## src/rtl/control_unit_pkg.sv

```systemverilog
// Shared definitions for the mini-CPU control sequencer: opcodes, IR field
// positions, state encoding and the control-strobe bundle.
package cpu_ctrl_pkg;

    localparam logic [4:0] OP_ADD  = 5'b00011;
    localparam logic [4:0] OP_SUB  = 5'b00100;
    localparam logic [4:0] OP_NEG  = 5'b00101;
    localparam logic [4:0] OP_NOT  = 5'b00110;
    localparam logic [4:0] OP_AND  = 5'b01000;
    localparam logic [4:0] OP_OR   = 5'b01001;
    localparam logic [4:0] OP_MUL  = 5'b01010;
    localparam logic [4:0] OP_DIV  = 5'b01011;
    localparam logic [4:0] OP_NOP  = 5'b11010;
    localparam logic [4:0] OP_HALT = 5'b11011;

    localparam int OPC_HI = 31;
    localparam int OPC_LO = 27;
    localparam int RA_HI  = 26;
    localparam int RA_LO  = 23;
    localparam int RB_HI  = 22;
    localparam int RB_LO  = 19;
    localparam int RC_HI  = 18;
    localparam int RC_LO  = 15;

    localparam int MEM_WAIT_MAX_DEF = 15;
    localparam int WAIT_W           = 8;
    typedef logic [WAIT_W-1:0] wait_t;

    typedef enum logic [3:0] {
        ST_RST   = 4'd0,
        ST_T0    = 4'd1,
        ST_T1    = 4'd2,
        ST_T2    = 4'd3,
        ST_T3    = 4'd4,
        ST_T4    = 4'd5,
        ST_T5    = 4'd6,
        ST_T6    = 4'd7,
        ST_HALT  = 4'd8,
        ST_FAULT = 4'd9
    } state_t;

    typedef struct packed {
        logic        pc_out;
        logic        zhigh_out;
        logic        zlow_out;
        logic        mdr_out;
        logic        hi_out;
        logic        lo_out;
        logic        mar_in;
        logic        pc_in;
        logic        mdr_in;
        logic        ir_in;
        logic        y_in;
        logic        z_in;
        logic        hi_in;
        logic        lo_in;
        logic        inc_pc;
        logic        read;
        logic        run;
        logic [15:0] r_out;
        logic [15:0] r_in;
        logic [4:0]  op;
    } ctrl_t;

    function automatic logic [15:0] onehot16(input logic [3:0] idx);
        onehot16 = 16'd1 << idx;
    endfunction

endpackage

```

## src/rtl/control_unit_if.sv

```systemverilog
// Datapath control interface: the sequencer (master) drives every strobe,
// the datapath (slave) supplies IR and the memory-ready handshake.
interface control_unit_if;
    logic [31:0] IR;
    logic        Mem_rdy;
    logic        PCout, Zhighout, Zlowout, MDRout, HIOut, LOout;
    logic        MARin, PCin, MDRin, IRin, Yin, Zin, HIin, LOin;
    logic        InPC;
    logic        Read;
    logic [15:0] Rout;
    logic [15:0] Rin;
    logic [4:0]  op;
    logic        Run;

    modport master (
        input  IR, Mem_rdy,
        output PCout, Zhighout, Zlowout, MDRout, HIOut, LOout,
        output MARin, PCin, MDRin, IRin, Yin, Zin, HIin, LOin,
        output InPC, Read, Rout, Rin, op, Run
    );

    modport slave (
        output IR, Mem_rdy,
        input  PCout, Zhighout, Zlowout, MDRout, HIOut, LOout,
        input  MARin, PCin, MDRin, IRin, Yin, Zin, HIin, LOin,
        input  InPC, Read, Rout, Rin, op, Run
    );
endinterface

```

## src/rtl/control_unit_decode.sv

```systemverilog
// Combinational instruction decoder: opcode class flags and one-hot
// register selects taken straight from the IR fields.
module instr_decode
    import cpu_ctrl_pkg::*;
(
    input  logic [31:0] ir,
    output logic [4:0]  opcode,
    output logic        is_binary,
    output logic        is_unary,
    output logic        is_muldiv,
    output logic        is_nop,
    output logic        is_halt,
    output logic        is_illegal,
    output logic [15:0] ra_oh,
    output logic [15:0] rb_oh,
    output logic [15:0] rc_oh
);

    logic unused_bits_s;

    assign opcode        = ir[OPC_HI:OPC_LO];
    assign ra_oh         = onehot16(ir[RA_HI:RA_LO]);
    assign rb_oh         = onehot16(ir[RB_HI:RB_LO]);
    assign rc_oh         = onehot16(ir[RC_HI:RC_LO]);
    assign unused_bits_s = ^ir[RC_LO-1:0];

    // Classify the opcode; anything unlisted is illegal.
    always_comb begin
        is_binary  = 1'b0;
        is_unary   = 1'b0;
        is_muldiv  = 1'b0;
        is_nop     = 1'b0;
        is_halt    = 1'b0;
        is_illegal = 1'b0;
        case (opcode)
            OP_ADD, OP_SUB, OP_AND, OP_OR: is_binary = 1'b1;
            OP_MUL, OP_DIV: begin
                is_binary = 1'b1;
                is_muldiv = 1'b1;
            end
            OP_NEG, OP_NOT: is_unary = 1'b1;
            OP_NOP:         is_nop   = 1'b1;
            OP_HALT:        is_halt  = 1'b1;
            default:        is_illegal = 1'b1;
        endcase
    end

endmodule

```

## src/rtl/control_unit.sv

```systemverilog
// Hardwired Moore control sequencer for the mini CPU (fetch, decode, ALU T-states).
// Optional macro CU_STOP_EN adds a Stop input that halts at instruction boundaries.
module control_unit
    import cpu_ctrl_pkg::*;
#(
    parameter int MEM_WAIT_MAX = MEM_WAIT_MAX_DEF
) (
    input  logic Clock,
    input  logic clear,
`ifdef CU_STOP_EN
    input  logic Stop,
`endif
    control_unit_if.master cu
);

    localparam wait_t WAIT_LAST = wait_t'(MEM_WAIT_MAX - 1);

    state_t      state_r, state_next_s;
    wait_t       wait_r, wait_next_s;
    ctrl_t       ctrl_s;
    logic        stop_s;

    logic [4:0]  opcode_s;
    logic        dec_binary_s, dec_unary_s, dec_muldiv_s;
    logic        dec_nop_s, dec_halt_s, dec_illegal_s;
    logic [15:0] ra_oh_s, rb_oh_s, rc_oh_s;

`ifdef CU_STOP_EN
    assign stop_s = Stop;
`else
    assign stop_s = 1'b0;
`endif

    instr_decode u_decode (
        .ir         (cu.IR),
        .opcode     (opcode_s),
        .is_binary  (dec_binary_s),
        .is_unary   (dec_unary_s),
        .is_muldiv  (dec_muldiv_s),
        .is_nop     (dec_nop_s),
        .is_halt    (dec_halt_s),
        .is_illegal (dec_illegal_s),
        .ra_oh      (ra_oh_s),
        .rb_oh      (rb_oh_s),
        .rc_oh      (rc_oh_s)
    );

    // Next-state and wait-counter logic.
    always_comb begin
        state_next_s = state_r;
        wait_next_s  = wait_r;
        case (state_r)
            ST_RST: state_next_s = ST_T0;
            ST_T0: begin
                state_next_s = ST_T1;
                wait_next_s  = '0;
            end
            ST_T1: begin
                if (cu.Mem_rdy) begin
                    state_next_s = ST_T2;
                end else if (wait_r == WAIT_LAST) begin
                    state_next_s = ST_FAULT;
                end else begin
                    wait_next_s = wait_r + wait_t'(1);
                end
            end
            ST_T2: state_next_s = ST_T3;
            ST_T3: begin
                if (dec_illegal_s) begin
                    state_next_s = ST_FAULT;
                end else if (dec_nop_s) begin
                    state_next_s = stop_s ? ST_HALT : ST_T0;
                end else if (dec_halt_s) begin
                    state_next_s = ST_HALT;
                end else if (dec_binary_s) begin
                    state_next_s = ST_T4;
                end else if (dec_unary_s) begin
                    state_next_s = ST_T5;
                end else begin
                    state_next_s = ST_FAULT;
                end
            end
            ST_T4: state_next_s = ST_T5;
            ST_T5: begin
                if (dec_muldiv_s) begin
                    state_next_s = ST_T6;
                end else begin
                    state_next_s = stop_s ? ST_HALT : ST_T0;
                end
            end
            ST_T6:    state_next_s = stop_s ? ST_HALT : ST_T0;
            ST_HALT:  state_next_s = ST_HALT;
            ST_FAULT: state_next_s = ST_FAULT;
            default:  state_next_s = ST_FAULT;
        endcase
    end

    // State register and T1 wait counter with synchronous clear.
    always_ff @(posedge Clock) begin
        if (clear) begin
            state_r <= ST_RST;
            wait_r  <= '0;
        end else begin
            state_r <= state_next_s;
            wait_r  <= wait_next_s;
        end
    end

    // Moore decode of state plus the datapath IR. The IR register is loaded on
    // the same edge that enters T3, so these strobes cannot be pre-registered.
    always_comb begin
        ctrl_s     = '0;
        ctrl_s.run = 1'b1;
        case (state_r)
            ST_RST: ctrl_s.run = 1'b1;
            ST_T0: begin
                ctrl_s.pc_out = 1'b1;
                ctrl_s.mar_in = 1'b1;
                ctrl_s.inc_pc = 1'b1;
                ctrl_s.z_in   = 1'b1;
            end
            ST_T1: begin
                ctrl_s.zlow_out = 1'b1;
                ctrl_s.pc_in    = (wait_r == '0);
                ctrl_s.read     = 1'b1;
                ctrl_s.mdr_in   = 1'b1;
            end
            ST_T2: begin
                ctrl_s.mdr_out = 1'b1;
                ctrl_s.ir_in   = 1'b1;
            end
            ST_T3: begin
                if (dec_binary_s) begin
                    ctrl_s.r_out = rb_oh_s;
                    ctrl_s.y_in  = 1'b1;
                end else if (dec_unary_s) begin
                    ctrl_s.r_out = rb_oh_s;
                    ctrl_s.op    = opcode_s;
                    ctrl_s.z_in  = 1'b1;
                end else begin
                    ctrl_s.run = 1'b1;
                end
            end
            ST_T4: begin
                ctrl_s.r_out = rc_oh_s;
                ctrl_s.op    = opcode_s;
                ctrl_s.z_in  = 1'b1;
            end
            ST_T5: begin
                ctrl_s.zlow_out = 1'b1;
                if (dec_muldiv_s) begin
                    ctrl_s.lo_in = 1'b1;
                end else begin
                    ctrl_s.r_in = ra_oh_s;
                end
            end
            ST_T6: begin
                ctrl_s.zhigh_out = 1'b1;
                ctrl_s.hi_in     = 1'b1;
            end
            ST_HALT, ST_FAULT: ctrl_s.run = 1'b0;
            default:           ctrl_s.run = 1'b0;
        endcase
    end

    assign cu.PCout    = ctrl_s.pc_out;
    assign cu.Zhighout = ctrl_s.zhigh_out;
    assign cu.Zlowout  = ctrl_s.zlow_out;
    assign cu.MDRout   = ctrl_s.mdr_out;
    assign cu.HIOut    = ctrl_s.hi_out;
    assign cu.LOout    = ctrl_s.lo_out;
    assign cu.MARin    = ctrl_s.mar_in;
    assign cu.PCin     = ctrl_s.pc_in;
    assign cu.MDRin    = ctrl_s.mdr_in;
    assign cu.IRin     = ctrl_s.ir_in;
    assign cu.Yin      = ctrl_s.y_in;
    assign cu.Zin      = ctrl_s.z_in;
    assign cu.HIin     = ctrl_s.hi_in;
    assign cu.LOin     = ctrl_s.lo_in;
    assign cu.InPC     = ctrl_s.inc_pc;
    assign cu.Read     = ctrl_s.read;
    assign cu.Rout     = ctrl_s.r_out;
    assign cu.Rin      = ctrl_s.r_in;
    assign cu.op       = ctrl_s.op;
    assign cu.Run      = ctrl_s.run;

endmodule
```

## src/flat_wrapper.sv

```systemverilog
// flat-port wrapper written by rule: the top's interface ports become plain ports
module control_unit_flat import cpu_ctrl_pkg::*;
#(
    parameter int MEM_WAIT_MAX = MEM_WAIT_MAX_DEF
)
  (Clock, clear, cu_IR, cu_Mem_rdy, cu_PCout, cu_Zhighout, cu_Zlowout, cu_MDRout, cu_HIOut, cu_LOout, cu_MARin, cu_PCin, cu_MDRin, cu_IRin, cu_Yin, cu_Zin, cu_HIin, cu_LOin, cu_InPC, cu_Read, cu_Rout, cu_Rin, cu_op, cu_Run);
  control_unit_if cu_i ();
  input  logic Clock;
  input  logic clear;
  input wire logic [$bits(cu_i.IR)-1:0] cu_IR;
  input wire logic [$bits(cu_i.Mem_rdy)-1:0] cu_Mem_rdy;
  output wire logic [$bits(cu_i.PCout)-1:0] cu_PCout;
  output wire logic [$bits(cu_i.Zhighout)-1:0] cu_Zhighout;
  output wire logic [$bits(cu_i.Zlowout)-1:0] cu_Zlowout;
  output wire logic [$bits(cu_i.MDRout)-1:0] cu_MDRout;
  output wire logic [$bits(cu_i.HIOut)-1:0] cu_HIOut;
  output wire logic [$bits(cu_i.LOout)-1:0] cu_LOout;
  output wire logic [$bits(cu_i.MARin)-1:0] cu_MARin;
  output wire logic [$bits(cu_i.PCin)-1:0] cu_PCin;
  output wire logic [$bits(cu_i.MDRin)-1:0] cu_MDRin;
  output wire logic [$bits(cu_i.IRin)-1:0] cu_IRin;
  output wire logic [$bits(cu_i.Yin)-1:0] cu_Yin;
  output wire logic [$bits(cu_i.Zin)-1:0] cu_Zin;
  output wire logic [$bits(cu_i.HIin)-1:0] cu_HIin;
  output wire logic [$bits(cu_i.LOin)-1:0] cu_LOin;
  output wire logic [$bits(cu_i.InPC)-1:0] cu_InPC;
  output wire logic [$bits(cu_i.Read)-1:0] cu_Read;
  output wire logic [$bits(cu_i.Rout)-1:0] cu_Rout;
  output wire logic [$bits(cu_i.Rin)-1:0] cu_Rin;
  output wire logic [$bits(cu_i.op)-1:0] cu_op;
  output wire logic [$bits(cu_i.Run)-1:0] cu_Run;
  assign cu_i.IR = cu_IR;
  assign cu_i.Mem_rdy = cu_Mem_rdy;
  assign cu_PCout = cu_i.PCout;
  assign cu_Zhighout = cu_i.Zhighout;
  assign cu_Zlowout = cu_i.Zlowout;
  assign cu_MDRout = cu_i.MDRout;
  assign cu_HIOut = cu_i.HIOut;
  assign cu_LOout = cu_i.LOout;
  assign cu_MARin = cu_i.MARin;
  assign cu_PCin = cu_i.PCin;
  assign cu_MDRin = cu_i.MDRin;
  assign cu_IRin = cu_i.IRin;
  assign cu_Yin = cu_i.Yin;
  assign cu_Zin = cu_i.Zin;
  assign cu_HIin = cu_i.HIin;
  assign cu_LOin = cu_i.LOin;
  assign cu_InPC = cu_i.InPC;
  assign cu_Read = cu_i.Read;
  assign cu_Rout = cu_i.Rout;
  assign cu_Rin = cu_i.Rin;
  assign cu_op = cu_i.op;
  assign cu_Run = cu_i.Run;
  control_unit #(.MEM_WAIT_MAX(MEM_WAIT_MAX)) u_core (.Clock(Clock), .clear(clear), .cu(cu_i));
endmodule
```

## config.mk

```make
export PLATFORM = sky130hd
export DESIGN_NAME = control_unit_flat
export DESIGN_NICKNAME = d
export VERILOG_FILES = /design/src/rtl/control_unit_pkg.sv /design/src/rtl/control_unit_if.sv /design/src/rtl/control_unit_decode.sv /design/src/rtl/control_unit.sv /design/src/flat_wrapper.sv
export SDC_FILE = /design/constraint.sdc
export NUM_CORES = 1
export LEC_CHECK = 0
export BUFFER_PORTS_ARGS = -buffer_cell sky130_fd_sc_hd__buf_2
export CELL_PAD_IN_SITES_DETAIL_PLACEMENT = 1
export CELL_PAD_IN_SITES_GLOBAL_PLACEMENT = 2
export CORE_MARGIN = 2
export CORE_UTILIZATION = 21
export CTS_CLUSTER_SIZE = 25
export DETAILED_ROUTE_END_ITERATION = 6
export PLACE_DENSITY_LB_ADDON = 0.1
export SYNTH_ARGS = -nofsm -noshare
export SYNTH_HDL_FRONTEND = slang
export SYNTH_SLANG_ARGS = --single-unit
```

## constraint.sdc

```tcl
create_clock -name Clock -period 2.5 [get_ports Clock]
set_input_delay 0.125 -clock Clock [delete_from_list [all_inputs] [get_ports Clock]]
set_output_delay 0.125 -clock Clock [all_outputs]
set_load 0.005 [all_outputs]
```

==> metrics.txt, run 1 <==
status complete, no violations; Crit-path slowest cell nor4b_1; Worst-Skew Late Latency 240 ps; DRT iter0 DRCs 32; RSZ-0062 raised after global routing false; die height 84.0 um; prevailing post-synth register cell dfxtp_1; Final Hold Fails 0; maximum vdd ir drop 0.000259 V; clk sinks 12; CP max stage delay 360 ps; synthesized area 1340 um^2; area grow syn2layout 34.2%; sequential share of the synthesized area 17.9%; dpl ws 480 ps; ANT nets after route 0; WL/cell 14.1 um; initial core utilization 21.4%; cts hold-fix bufs 0; max-slew violations 0; Die W 84.0 um; f_max 0.450 GHz; Clk Tree Root Cell clkbuf_8; port buffer count 71; cell taking the most area after synthesis dfxtp_1; Hold Crit Depth 2; DP Area 1750 um^2; register area 240 um^2; CP Max Fanout 7; clock share of power 34.2%; Ant. Diodes 0; Layout fillers 816; Avg Cell Area, Syn 7.22 um^2; crit-path cells buf_4, nor4b_1, nor2b_2, nand4bb_1, o22ai_1, buf_2; row cnt 29; Final Cycle Share 89.0%; first-pass GRT wire length 7620 um; final RePlAce weighted congestion 0.723; r2r setup slk 500 ps; Mapped Cells 186; Vias/cell 4.85; I/O Pins 89; most common cell after layout, fill and taps aside buf_2; vias in the first global route 1554; area share of the largest cell type after synthesis 17.9%; Post-DP HPWL 3770 um; Worst slew margin 63.9%; placeable core area 6280 um^2; grt ovf 0; die area 7060 um^2; Post CTS Setup Buffer Count 0; layout cells sized above 1 36.0%; Leakage 0.000789 uW; sequential share of power 33.9%; Critical Path RT 2380 ps; Post-synth ARST share 0%; internal power 428 uW; TritonCTS clock tree built; Comb pwr share 31.8%; Max clock buf depth 2; power density over the cells 352 nW/um^2; Setup Crit Path Kind reg -> out; Clock H-tree levels 1; register bit total from synthesis 12; Critical Path Start Type flop; Final Setup Violations 0; Hold Crit Class in -> reg; FF-to-FF path depth 5; TritonCTS Buffers 3; largest net degree at the start of global routing 11; CP arrival 2100 ps; WHS Endpoint u_core.state_r[3]; Crit. End Element output pin; Netlist cell types 51; Post-synth EDFFs 0; synthesis warning total 0; worst r2r src u_core.state_r[3]; initial antenna violation count 0; Synth area leaders dfxtp_1 (18%), o22ai_1 (7.4%), nor2_1 (7.0%), nand2b_1 (4.2%), buf_4 (3.9%); vias post-DR 1601; PnR worst setup slack 276 ps; clock-pin slew on the worst setup and hold paths 60 ps; Max Cap Viol 0; Final nets 292; DRC viols 0; Fin Clk Skew 3.92 ps; sw power 207 uW; hold path startpoint clear; Total Wirelength 4650 um; gr usage total 12.8%; cts repair resizes 0; most frequent cells in the layout buf_2 (71), nor2_1 (25), o22ai_1 (16), dfxtp_1 (12), nand2_1 (10); first drt pass iteration count 4; Design Area, Final 1800 um^2; TNS Setup 0 ps; area of the multi-input gates 1000 um^2; Sw Share 32.6%; Worst Tran Pin Value 527 ps; Final min period 2220 ps; reg2reg end u_core.wait_r[7]
## power groups by stage
stage / Clock [uW] / Sequential (uW) / Combinational [uW]
2_1_floorplan: 0 / 209 / 143
3_3_place_gp: 0 / 220 / 205
3_5_place_dp: 0 / 220 / 205
4_1_cts: 225 / 216 / 206
5_1_grt: 235 / 218 / 228
6_report: 217 / 215 / 202
## kinds of logic (layout without fill, tap and decap cells)
family	count (synthesis)	count (layout)	synth area share, %
AO/OA/AOI/OAI	44	44	23.1
AND/OR/NAND/NOR	101	101	43.4
other	1	2	0.279
flip-flops	12	12	17.9
XOR/XNOR	7	7	4.56
adder cells (fa/ha/maj)	3	3	2.79
buffers and inverters	18	84	8.01
## registers in the layout, summed over array words and instances, names as in the netlist
name and flops:
u_core.state_r 4, u_core.wait_r 8
## synth_stat cells, types with 5 or more instances
| cell | number |
|---|---|
| a21oi_1 | 7 |
| buf_4 | 7 |
| dfxtp_1 | 12 |
| nand2_1 | 10 |
| nand2b_1 | 9 |
| nand3_1 | 7 |
| nand3b_1 | 5 |
| nor2_1 | 25 |
| nor2b_1 | 6 |
| nor3_1 | 9 |
| o22ai_1 | 16 |
## how the worst max path moves through the flow
stage | startpoint | end | slack, ps | cells past startpoint
after floorplan | u_core.state_r[0] | u_core.wait_r[7] | 620 | 6
after global placement | u_core.state_r[1] | cu_Rout[7] | 470 | 6
after detailed placement | u_core.state_r[1] | cu_Rout[12] | 480 | 6
after CTS | u_core.state_r[1] | cu_Rout[12] | 190 | 6
after global routing | u_core.state_r[1] | cu_Rout[12] | 30 | 6
final | u_core.state_r[1] | cu_Rout[0] | 280 | 6
## worst max-delay path, delay by kind of cell (launching register included)
kind / cells / cell delay [ps]
compound gates: 1 / 240
simple gates: 3 / 950
buf+inv: 2 / 310
flops: 1 / 350
## layout make-up
type	instances	share of cell area, %
timing repair buffer	75	21.4
clock buffer	4	3.05
tap	77	5.34
multi-input combinational	157	55.6
sequential	12	13.3
inverter	5	1.32
## stage by stage
step | std cells | util [%] | hold WS [ps] | total power [uW]
floorplan | 187 | - | 194 | 352
global placement | 326 | 27.8 | 423 | 425
detailed placement | 326 | 27.8 | 417 | 425
CTS | 330 | 28.7 | 159 | 646
global route | 330 | 28.7 | 179 | 681
finish | 330 | 28.7 | 159 | 635
## routing by layer
layer	GRT usage (%)	share of wire, %	up-vias
li1	-	-	816
met1	16.4	46	743
met2	22.5	48	40
met3	3.07	5.5	2
met4	1.76	0.30	0
met5	0	0	-
(Power assumes the default switching activity.)
==> inputs of run 2 (changes only) <==
- BUFFER_PORTS_ARGS: -buffer_cell sky130_fd_sc_hd__buf_2 -> -buffer_cell sky130_fd_sc_hd__buf_4
==> metrics.txt, run 2 (synthesized netlist as in run 1, its figures left out) <==
Regs by FF count u_core.wait_r: 8 flops, u_core.state_r: 4 flops; TritonCTS Buffers 3; port buffer count 71; die height 84.0 um; max FFs per register 8; Worst slew margin 62.7%; Critical Path RT 2380 ps; Final min period 2300 ps; TritonCTS clock tree built; Critical Path Start Type flop; placeable core area 6280 um^2; row cnt 29; DP Area 1910 um^2; maximum vdd ir drop 0.000259 V; Post CTS Setup Buffer Count 0; Vias/cell 4.82; grt ovf 0; first-pass GRT wire length 7470 um; crit-path cells nor4b_1, nor2b_1, nand4b_1, o22ai_1, buf_4; clk sinks 12; CP arrival 2180 ps; Clk Tree Root Cell clkbuf_8; Worst-Skew Late Latency 240 ps; Crit-path slowest cell dfxtp_1; register with the most flip-flops u_core.wait_r; most frequent cells in the layout buf_4 (73), nor2_1 (25), o22ai_1 (16), dfxtp_1 (12), nand2_1 (10); first drt pass iteration count 4; DRC viols 0; Layout fillers 795; TNS Setup 0 ps; Crit. End Element output pin; power density over the cells 330 nW/um^2; Final Setup Violations 0; vias post-DR 1580; Post-DP HPWL 3710 um; f_max 0.434 GHz; cts repair resizes 0; Setup Crit Path Kind reg -> out; Max clock buf depth 2; register area 240 um^2; WL/cell 14.1 um; dpl ws 381 ps; initial core utilization 21.4%; status complete, no violations; Design Area, Final 1960 um^2; Worst Tran Pin Value 551 ps; Leakage 0.000792 uW; Ant. Diodes 0; area of the multi-input gates 1000 um^2; ANT nets after route 0; die area 7060 um^2; Total Wirelength 4640 um; PnR worst setup slack 197 ps; utilization after layout 31.3%; area grow syn2layout 46.1%; Final Cycle Share 92.1%; non-filler cells, final 328; max-slew violations 0; most common cell after layout, fill and taps aside buf_4; Final Hold Fails 0; largest net degree at the start of global routing 13; DRT iter0 DRCs 28; final RePlAce weighted congestion 0.772; CP max stage delay 500 ps; cts hold-fix bufs 0; layout cells sized above 1 35.1%; Die W 84.0 um; clock-pin slew on the worst setup and hold paths 60 ps; CP Max Fanout 10; RSZ-0062 raised after global routing false; Hold Crit Class in -> reg; gr usage total 12.6%; vias in the first global route 1535; Cells after DPL 324; Clock H-tree levels 1; Fin Clk Skew 5.86 ps; Max Cap Viol 0; Final nets 290; initial antenna violation count 0; I/O Pins 89
-- run 2: layer usage --
layer	vias to the layer above	global-route usage (%)	share of wire, %
met5	-	0	0
met4	0	1.32	0.30
met3	2	3.26	5.4
met2	40	21.8	48
met1	724	16.2	46
li1	814	-	-
-- run 2: layout make-up --
class / count / area share [%]
Multi-Input combinational cell: 157 / 50.9
Timing Repair Buffer: 73 / 27.9
Sequential cell: 12 / 12.2
Tap cell: 77 / 4.91
Clock buffer: 4 / 2.80
Inverter: 5 / 1.21
-- run 2: where the power goes --
part	internal (uW)	leakage (uW)	switching (uW)
sequential	200	0.0000973	20.6
combinational	107	0.000666	107
clock	139	0.0000288	73.6
-- run 2: worst max-delay path: cells and delay by family, from the launching register on --
kind | cells | cell delay (ps)
flip-flops | 1 | 500
AND/OR/NAND/NOR | 3 | 1040
AO/OA/AOI/OAI | 1 | 250
buffers and inverters | 1 | 140
-- run 2: stage by stage --
step / hold WS, ps / power (uW)
floorplan: 194 / 352
global placement: 369 / 445
detailed placement: 366 / 443
CTS: 105 / 663
global route: 104 / 697
finish: 107 / 648
-- run 2: final timing paths --
| path | cells after the start | start | end | slack (ps) |
|---|---|---|---|---|
| worst max-delay path | 5 | u_core.state_r[2] | cu_Rout[12] | 200 |
| worst min-delay path | 2 | clear | u_core.state_r[3] | 110 |
| worst max register to register | 5 | u_core.state_r[1] | u_core.wait_r[7] | 380 |
| worst min register to register | 2 | u_core.wait_r[7] | u_core.wait_r[7] | 500 |
